--- src/rtl/seq_sum_pkg.sv ---
// Shared types and sizing helpers for the serial multi-operand sum engine.
package seq_sum_pkg;

  typedef enum logic [1:0] {
    IDLE  = 2'd0,
    ACCUM = 2'd1,
    DONE  = 2'd2
  } state_t;

  localparam int DEF_NUM_OPS = 4;
  localparam int DEF_IDX_W   = $clog2(DEF_NUM_OPS);

  // Enough headroom that NUM_OPS maximal operands never wrap the accumulator.
  function automatic int acc_width(input int width, input int num_ops);
    return width + $clog2(num_ops);
  endfunction

  function automatic int idx_width(input int num_ops);
    return $clog2(num_ops);
  endfunction

endpackage

--- src/rtl/sum_sat_trunc.sv ---
// Reduces the wide accumulator to a WIDTH-bit result with overflow flag and optional saturation.
module sum_sat_trunc
  import seq_sum_pkg::*;
#(
  parameter int WIDTH = 8,
  parameter int ACC_W = 10
) (
  input  logic [ACC_W-1:0] acc,
  input  logic             sat_en,
  output logic [WIDTH-1:0] sum,
  output logic             ovf
);

  // Any set bit above the result width means the sum exceeded 2^WIDTH-1.
  assign ovf = |acc[ACC_W-1:WIDTH];
  assign sum = (sat_en && ovf) ? {WIDTH{1'b1}} : acc[WIDTH-1:0];

endmodule

--- src/rtl/seq_sum_engine.sv ---
// Serial NUM_OPS-operand adder with start/busy/done handshake, overflow flag and optional saturation.
module seq_sum_engine
  import seq_sum_pkg::*;
#(
  parameter int WIDTH   = 8,
  parameter int NUM_OPS = 4
) (
  input  logic                     clk,
  input  logic                     rst_n,
  input  logic                     start,
  input  logic                     sat_en,
  input  logic [NUM_OPS*WIDTH-1:0] ops_in,
  input  logic                     clear,
  output logic                     busy,
  output logic                     done,
  output logic [WIDTH-1:0]         sum,
  output logic                     ovf
);

  localparam int ACC_W = acc_width(WIDTH, NUM_OPS);
  localparam int IDX_W = idx_width(NUM_OPS);
  localparam logic [IDX_W-1:0] LAST_IDX = IDX_W'(NUM_OPS - 1);

  state_t                     state;
  logic [ACC_W-1:0]           acc;
  logic [ACC_W-1:0]           acc_next;
  logic [IDX_W-1:0]           idx;
  logic [NUM_OPS*WIDTH-1:0]   ops_q;
  logic                       sat_q;
  logic [WIDTH-1:0]           op_cur;
  logic [WIDTH-1:0]           sum_d;
  logic                       ovf_d;

  assign op_cur   = ops_q[int'(idx)*WIDTH +: WIDTH];
  assign acc_next = acc + ACC_W'(op_cur);

  // The result stage sees the accumulator including the final operand.
  sum_sat_trunc #(
    .WIDTH (WIDTH),
    .ACC_W (ACC_W)
  ) u_sum_sat_trunc (
    .acc    (acc_next),
    .sat_en (sat_q),
    .sum    (sum_d),
    .ovf    (ovf_d)
  );

  assign busy = (state != IDLE);
  assign done = (state == DONE);

  // NOTE: the captured operand register is reset like any other flop so a
  // post-reset job can never observe stale operands; it is small, not a RAM.
  always_ff @(posedge clk or negedge rst_n) begin
    if (!rst_n) begin
      state <= IDLE;
      acc   <= '0;
      idx   <= '0;
      ops_q <= '0;
      sat_q <= 1'b0;
      sum   <= '0;
      ovf   <= 1'b0;
    end else if (clear) begin
      // Abort keeps the last published result visible.
      state <= IDLE;
      acc   <= '0;
      idx   <= '0;
    end else begin
      unique case (state)
        IDLE: begin
          if (start) begin
            ops_q <= ops_in;
            sat_q <= sat_en;
            acc   <= '0;
            idx   <= '0;
            state <= ACCUM;
          end
        end
        ACCUM: begin
          acc <= acc_next;
          idx <= idx + 1'b1;
          if (idx == LAST_IDX) begin
            sum   <= sum_d;
            ovf   <= ovf_d;
            state <= DONE;
          end
        end
        DONE:    state <= IDLE;
        default: state <= IDLE;
      endcase
    end
  end

endmodule

--- config.mk ---
export PLATFORM = sky130hd
export DESIGN_NAME = seq_sum_engine
export DESIGN_NICKNAME = d
export VERILOG_FILES = /design/src/rtl/seq_sum_pkg.sv /design/src/rtl/sum_sat_trunc.sv /design/src/rtl/seq_sum_engine.sv
export SDC_FILE = /design/constraint.sdc
export NUM_CORES = 1
export LEC_CHECK = 0
export BUFFER_PORTS_ARGS = -buffer_cell sky130_fd_sc_hd__clkbuf_2
export CORE_ASPECT_RATIO = 1.2
export CORE_UTILIZATION = 55
export DETAILED_ROUTE_END_ITERATION = 16
export GPL_TIMING_DRIVEN = 0
export PLACE_DENSITY = 0.81
export SLEW_MARGIN = 0
export SYNTH_ARGS = -nofsm -noshare
export SYNTH_HDL_FRONTEND = slang
export SYNTH_SLANG_ARGS = --single-unit
--- constraint.sdc ---
create_clock -name clk -period 3.5 [get_ports clk]
set_input_delay 0.7 -clock clk [delete_from_list [all_inputs] [get_ports clk]]
set_output_delay 0.7 -clock clk [all_outputs]
set_load 0.01 [all_outputs]
# Yosys cells after proc, flatten, opt, wreduce, memory -nomap -nowiden
# Cells that the tools add are included.
[op_classes]
addsub = 2
n_eq_ne = 5
shifts = 1
n_mux = 11
n_bitwise = 1
n_reduce_logical = 9
[ops]
columns = ["cell", "n"]
rows = [
  ["$shiftx 32x6->8", 1],
  ["$mux 10", 2],
  ["$pmux 10 s2", 1],
  ["$add 10x8->10", 1],
  ["$mux 2", 5],
  ["$mux 8", 1],
  ["$pmux 2 s2", 2],
  ["$ne 3x3->1 const B", 2],
  ["$reduce_and 3->1", 2],
  ["$eq 2x2->1 const B", 2],
  ["$reduce_and 2->1", 2],
  ["$reduce_bool 3->1", 1],
  ["$add 2x1->2 const B", 1],
  ["$eq 2x1->1 const B", 1],
  ["$logic_not 2->1", 1],
  ["$reduce_bool 2->1", 1],
  ["$reduce_or 2->1", 1],
  ["$logic_and 1x1->1", 1],
  ["$not 1->1", 1],
]
[totals]
register_bits = 56
input_bits = 37
out_inout_bits = 11
word_cells = 36

# Depth between registers and ports, before layout
[depth]
ltp_word = 5
depth_mapped = 9
ltp_nobuf = 8

# Hierarchy
# From an unflattened synthesis, not the netlist that was laid out.
[unflattened]
cells_unflattened = 201
area_unflattened_um2 = 2743.9
[by_module_without_submodules]
columns = ["mod", "instances", "cells_each", "area_per_inst_um2"]
rows = [
  ["seq_sum_engine", 1, 191, 2671.3],
  ["sum_sat_trunc", 1, 10, 72.6],
]

# Worst setup path before layout
# OpenSTA, ideal clock, no wires.
[synth_path]
path_type = "register to register"
from = "reg idx[0]"
to = "reg sum[0]"
arrival_time_ps = 2654
required_ps = 3368
slack_ps = 714
stages_incl_launch_ff = 10
path_buffers = 1
synth_period_minus_slack_ps = 2786
path_cell_list = "dfrtp_1 > buf_2 > mux4_2 > ha_1 > fa_1 > nand3_1 > a211oi_1 > or3_4 > a22oi_4 > o21ai_0"
[synth_between]
elab_chain_cells = 5
[synth_rtl]
columns = ["element", "line", "source"]
rows = [
  ["start: declaration", "seq_sum_engine.sv:27", "logic [IDX_W-1:0] idx;"],
  ["start signal: assignment", "seq_sum_engine.sv:80", "idx <= idx + 1'b1;"],
  ["$shiftx 32x6->8", "seq_sum_engine.sv:34", "assign op_cur = ops_q[int'(idx)*WIDTH +: WIDTH];"],
  ["$add 10x8->10", "seq_sum_engine.sv:35", "assign acc_next = acc + ACC_W'(op_cur);"],
  ["$reduce_or 2->1", "sum_sat_trunc.sv:15", "assign ovf = |acc[ACC_W-1:WIDTH];"],
  ["$logic_and 1x1->1", "sum_sat_trunc.sv:16", "assign sum = (sat_en && ovf) ? {WIDTH{1'b1}} : acc[WIDTH-1:0];"],
  ["$mux 8", "sum_sat_trunc.sv:16", ""],
  ["end signal: assignment", "seq_sum_engine.sv:82", "sum <= sum_d;"],
  ["end: declaration", "seq_sum_engine.sv:16", "output logic [WIDTH-1:0] sum,"],
]
# Parallel ways exist; a longest one is shown, timed or not.
# A chain may end at the register's enable or synchronous reset.

# Final worst setup path
[layout_path]
from = "reg idx[1]"
to = "reg sum[0]"
# Same word-level chain as after synthesis.

==> metrics.txt <==
# TYPE chip_impl_metric gauge
chip_impl_metric{name="floorplan.initialDensity",unit="%"} 58.46
chip_impl_info{name="final_cell_mix",value="sky130_fd_sc_hd__dfrtp_1, sky130_fd_sc_hd__clkbuf_2, sky130_fd_sc_hd__mux2_2, sky130_fd_sc_hd__o21ai_0, sky130_fd_sc_hd__nand2_1"} 1
chip_impl_metric{name="die-width",unit="µm"} 66.49
chip_impl_metric{name="detail_route.iter0.violations",unit=""} 95
chip_impl_info{name="worstSetupEndpointType",value="flop"} 1
chip_impl_info{name="worstReg2RegEnd",value="sum[0]"} 1
chip_impl_metric{name="power.ir.vdd_worst",unit="mV"} 0.3843
chip_impl_metric{name="detailedPlace.worstSlack",unit="ps"} 378.7
chip_impl_metric{name="first_pass_grt_wire_length",unit="mm"} 9.004
chip_impl_metric{name="share_of_the_yosys_chip_area_belonging_to_registers",unit="%"} 51.05
chip_impl_metric{name="layout_setup_ws",unit="ps"} 404.2
chip_impl_metric{name="grt.overflow.total",unit=""} 0
chip_impl_metric{name="slew-limit-headroom",unit="%"} 62.44
chip_impl_metric{name="routed-via-count",unit=""} 1854
chip_impl_metric{name="clock_latency",unit="ps"} 310
chip_impl_metric{name="cts_hold_repair.buffers",unit=""} 0
chip_impl_metric{name="dieHeight",unit="µm"} 79.39
chip_impl_metric{name="final_nets",unit=""} 308
chip_impl_info{name="clockRootBuffer",value="sky130_fd_sc_hd__clkbuf_8"} 1
chip_impl_metric{name="timing.critical_path.slowest_cell_delay",unit="ps"} 450
chip_impl_metric{name="reg2reg_depth",unit=""} 9
chip_impl_metric{name="post_cts_resize_count",unit=""} 0
chip_impl_metric{name="layout_min_cycle_time",unit="ps"} 3096
chip_impl_metric{name="path_clk_slew",unit="ps"} 100
chip_impl_metric{name="sequential_cell_area",unit="µm²"} 1401
chip_impl_metric{name="hold_violations",unit=""} 0
chip_impl_metric{name="synthAdderAreaFrac",unit="%"} 4.831
chip_impl_metric{name="timing.final.setup_violations",unit=""} 0
chip_impl_metric{name="xor_xnor_share_of_the_synthesized_area",unit="%"} 1.276
chip_impl_metric{name="multi_input_comb_area",unit="µm²"} 1282
chip_impl_metric{name="finalWeightedCongestion",unit=""} 0.9191
chip_impl_info{name="timing.rr.start",value="idx[1]"} 1
chip_impl_metric{name="syn-cell-area",unit="µm²"} 2745
chip_impl_metric{name="hpwl",unit="mm"} 3.976
chip_impl_metric{name="synthesis.yosys.warnings",unit=""} 0
chip_impl_metric{name="area_growth_syn_to_layout",unit="%"} 16.00
chip_impl_metric{name="tightestPinTransition",unit="ps"} 563.4
chip_impl_metric{name="cts.sink_count",unit=""} 56
chip_impl_metric{name="power-per-cell-area",unit="nW/µm²"} 538.1
chip_impl_metric{name="ios",unit=""} 48
chip_impl_metric{name="postSynthNetCount",unit=""} 253
chip_impl_metric{name="ys_types",unit=""} 44
chip_impl_metric{name="grt_max_degree",unit=""} 57
chip_impl_metric{name="numCtsBuffers",unit=""} 5
chip_impl_info{name="series_of_cell_instances_along_the_critical_path",value="clkbuf_1 -> mux4_2 -> ha_1 -> fa_1 -> nand3_1 -> a211oi_1 -> or3_4 -> a22oi_4 -> o21ai_0"} 1
chip_impl_metric{name="htreeDepth",unit=""} 2
chip_impl_metric{name="synth_async_sr_flop_share",unit="%"} 100.0
chip_impl_metric{name="instance_count_of_the_mapped_netlist",unit=""} 206
chip_impl_metric{name="ratio_of_routed_vias_to_standard_cells",unit=""} 5.794
chip_impl_metric{name="timing_max_transition_violations_final",unit=""} 0
chip_impl_metric{name="synth_seq_cells",unit=""} 56
chip_impl_metric{name="worst_hold_slack",unit="ps"} 264.1
chip_impl_metric{name="layout_worst_path_cycle_share",unit="%"} 88.45
chip_impl_metric{name="setup_total_negative_slack",unit="ps"} 0
chip_impl_metric{name="fill_cells",unit=""} 360
chip_impl_metric{name="clock-skew-final",unit="ps"} 8.034
chip_impl_metric{name="port_buffers",unit=""} 47
chip_impl_metric{name="synth-edff-count",unit=""} 0
chip_impl_metric{name="r2r_setup_slack",unit="ps"} 400
chip_impl_metric{name="clockBufferDepth",unit=""} 2
chip_impl_info{name="synth_top_family_by_area",value="multiplexers"} 1
chip_impl_info{name="mostFrequentLayoutCell",value="sky130_fd_sc_hd__dfrtp_1"} 1
chip_impl_metric{name="drive_above_1_share",unit="%"} 41.22
chip_impl_metric{name="die-area",unit="µm²"} 5279
chip_impl_metric{name="muxShareOfSynthArea",unit="%"} 21.92
chip_impl_info{name="critical_path_class",value="reg -> reg"} 1
chip_impl_metric{name="timing.max_cap.violations",unit=""} 0
chip_impl_metric{name="antenna_found_initial",unit=""} 0
chip_impl_metric{name="synth-compound-area-share",unit="%"} 12.40
chip_impl_metric{name="p_total",unit="mW"} 1.714
chip_impl_info{name="status",value="finished clean"} 1
chip_impl_metric{name="totalWireLength",unit="mm"} 5.278
chip_impl_metric{name="cell_row_count",unit=""} 27
chip_impl_metric{name="routed_length_per_instance",unit="µm"} 16.49
chip_impl_metric{name="utilization",unit="%"} 67.81
chip_impl_info{name="synth_ff_type",value="sky130_fd_sc_hd__dfrtp_1"} 1
chip_impl_metric{name="power_leakage",unit="nW"} 1.460
chip_impl_metric{name="max_freq",unit="MHz"} 323.0
chip_impl_metric{name="grt_pass1_vias",unit=""} 1905
chip_impl_info{name="hp-class",value="in -> async"} 1
chip_impl_metric{name="postCtsSetupBuffers",unit=""} 0
chip_impl_info{name="rsz0062_at_grt",value="false"} 1
chip_impl_info{name="crit_path_start_kind",value="flop"} 1
chip_impl_info{name="tritoncts",value="done"} 1
chip_impl_metric{name="critPathMaxFanout",unit=""} 9
chip_impl_metric{name="syn_avg_cell_area",unit="µm²"} 13.33
chip_impl_metric{name="drc_errors_left",unit=""} 0
chip_impl_metric{name="antenna_cells",unit=""} 0
chip_impl_metric{name="drtAntennaViolNets",unit=""} 0
chip_impl_metric{name="timing.critical_path.required",unit="ps"} 3690
chip_impl_metric{name="synth_simple_gate_area_share",unit="%"} 6.290
chip_impl_info{name="cp_slowest_cell",value="sky130_fd_sc_hd__clkbuf_1"} 1
chip_impl_metric{name="track_usage",unit="%"} 23.13
chip_impl_metric{name="fp.coreArea",unit="µm²"} 4696
chip_impl_metric{name="arrival",unit="ps"} 3290
chip_impl_metric{name="detail_route.first_pass.iterations",unit=""} 4
-- kinds of logic after synthesis --
| family | count (synthesis) |
|---|---|
| multiplexers | 46 |
| adder cells (fa/ha/maj) | 10 |
| AND/OR/NAND/NOR | 31 |
| flip-flops | 56 |
| AO/OA/AOI/OAI | 49 |
| buffers and inverters | 10 |
| XOR/XNOR | 4 |
-- worst max-delay path by stage --
stage / startpoint / endpoint / slack [ps] / depth (start not counted)
5_1_grt: idx[0] / sum[0] / 190 / 9
4_1_cts: idx[1] / sum[0] / 360 / 9
6_report: idx[1] / sum[0] / 400 / 9
2_1_floorplan: idx[0] / sum[0] / 710 / 9
3_5_place_dp: idx[1] / sum[0] / 380 / 9
3_3_place_gp: idx[0] / sum[0] / 420 / 9
-- power by group --
part,internal (mW),switching [mW]
Sequential,0.753,0.0587
Clock,0.216,0.211
Combinational,0.242,0.231
-- worst max-delay path: cells and delay by family, from the launching register on --
| kind | cells | cell delay [ps] |
|---|---|---|
| compound gates | 3 | 540 |
| fa+ha+maj | 2 | 680 |
| buf+inv | 1 | 450 |
| flops | 1 | 360 |
| mux | 1 | 410 |
| simple gates | 2 | 520 |
-- area by class of cell --
| class | count | area share, % |
|---|---|---|
| flip-flops and latches | 56 | 44.01 |
| multi-input cells | 140 | 40.28 |
| repair buffers | 48 | 8.016 |
| clock buffers | 6 | 2.279 |
| well taps | 58 | 2.279 |
| plain buffers | 7 | 1.572 |
| clock inverters | 2 | 1.218 |
| inverters | 3 | 0.3536 |
-- state kept, by name, indices dropped and copies added (netlist names) --
name and count:
idx 2, ops_q 32, ovf 1, sat_q 1, sum 8, acc 10
state 2
-- layer usage --
metal / wire, µm / global-route usage, % / up-vias
met1: 2226 / 28.64 / 922
met2: 2768 / 40.31 / 47
met3: 197 / 4.143 / 7
met4: 85 / 7.872 / 0
li1: - / - / 878
met5: 0 / 0 / -
-- cell usage after synthesis (2+ instances only) --
library cell               number  share of area (%)
sky130_fd_sc_hd__mux2_2        33                 14
sky130_fd_sc_hd__o21ai_0       16                2.9
sky130_fd_sc_hd__o211ai_1       2               0.55
sky130_fd_sc_hd__nor2_1         6               0.82
sky130_fd_sc_hd__buf_6          3                1.2
sky130_fd_sc_hd__mux2i_1        5                1.8
sky130_fd_sc_hd__o22ai_1        2               0.46
sky130_fd_sc_hd__ha_1           9                4.1
sky130_fd_sc_hd__or3_1          2               0.46
sky130_fd_sc_hd__a22o_1         6                1.9
sky130_fd_sc_hd__a31oi_1        2               0.46
sky130_fd_sc_hd__xor2_1         2               0.64
sky130_fd_sc_hd__mux4_2         8                6.6
sky130_fd_sc_hd__and2_1         2               0.46
sky130_fd_sc_hd__a211oi_1       2               0.55
sky130_fd_sc_hd__dfrtp_1       56                 51
sky130_fd_sc_hd__a21oi_1        7                1.3
sky130_fd_sc_hd__a32o_1         3                1.1
sky130_fd_sc_hd__xnor2_1        2               0.64
sky130_fd_sc_hd__nand2_1       11                1.5
sky130_fd_sc_hd__inv_1          2               0.27
sky130_fd_sc_hd__clkbuf_1       3               0.41
-- through the flow --
stage / cells / cell area [µm²]
CTS: 319 / 3164
floorplan: 206 / 2745
detailed placement: 311 / 3053
global placement: 311 / 3053
global route: 320 / 3184
finish: 320 / 3184
Note: power is estimated with default switching activity, not from simulation.
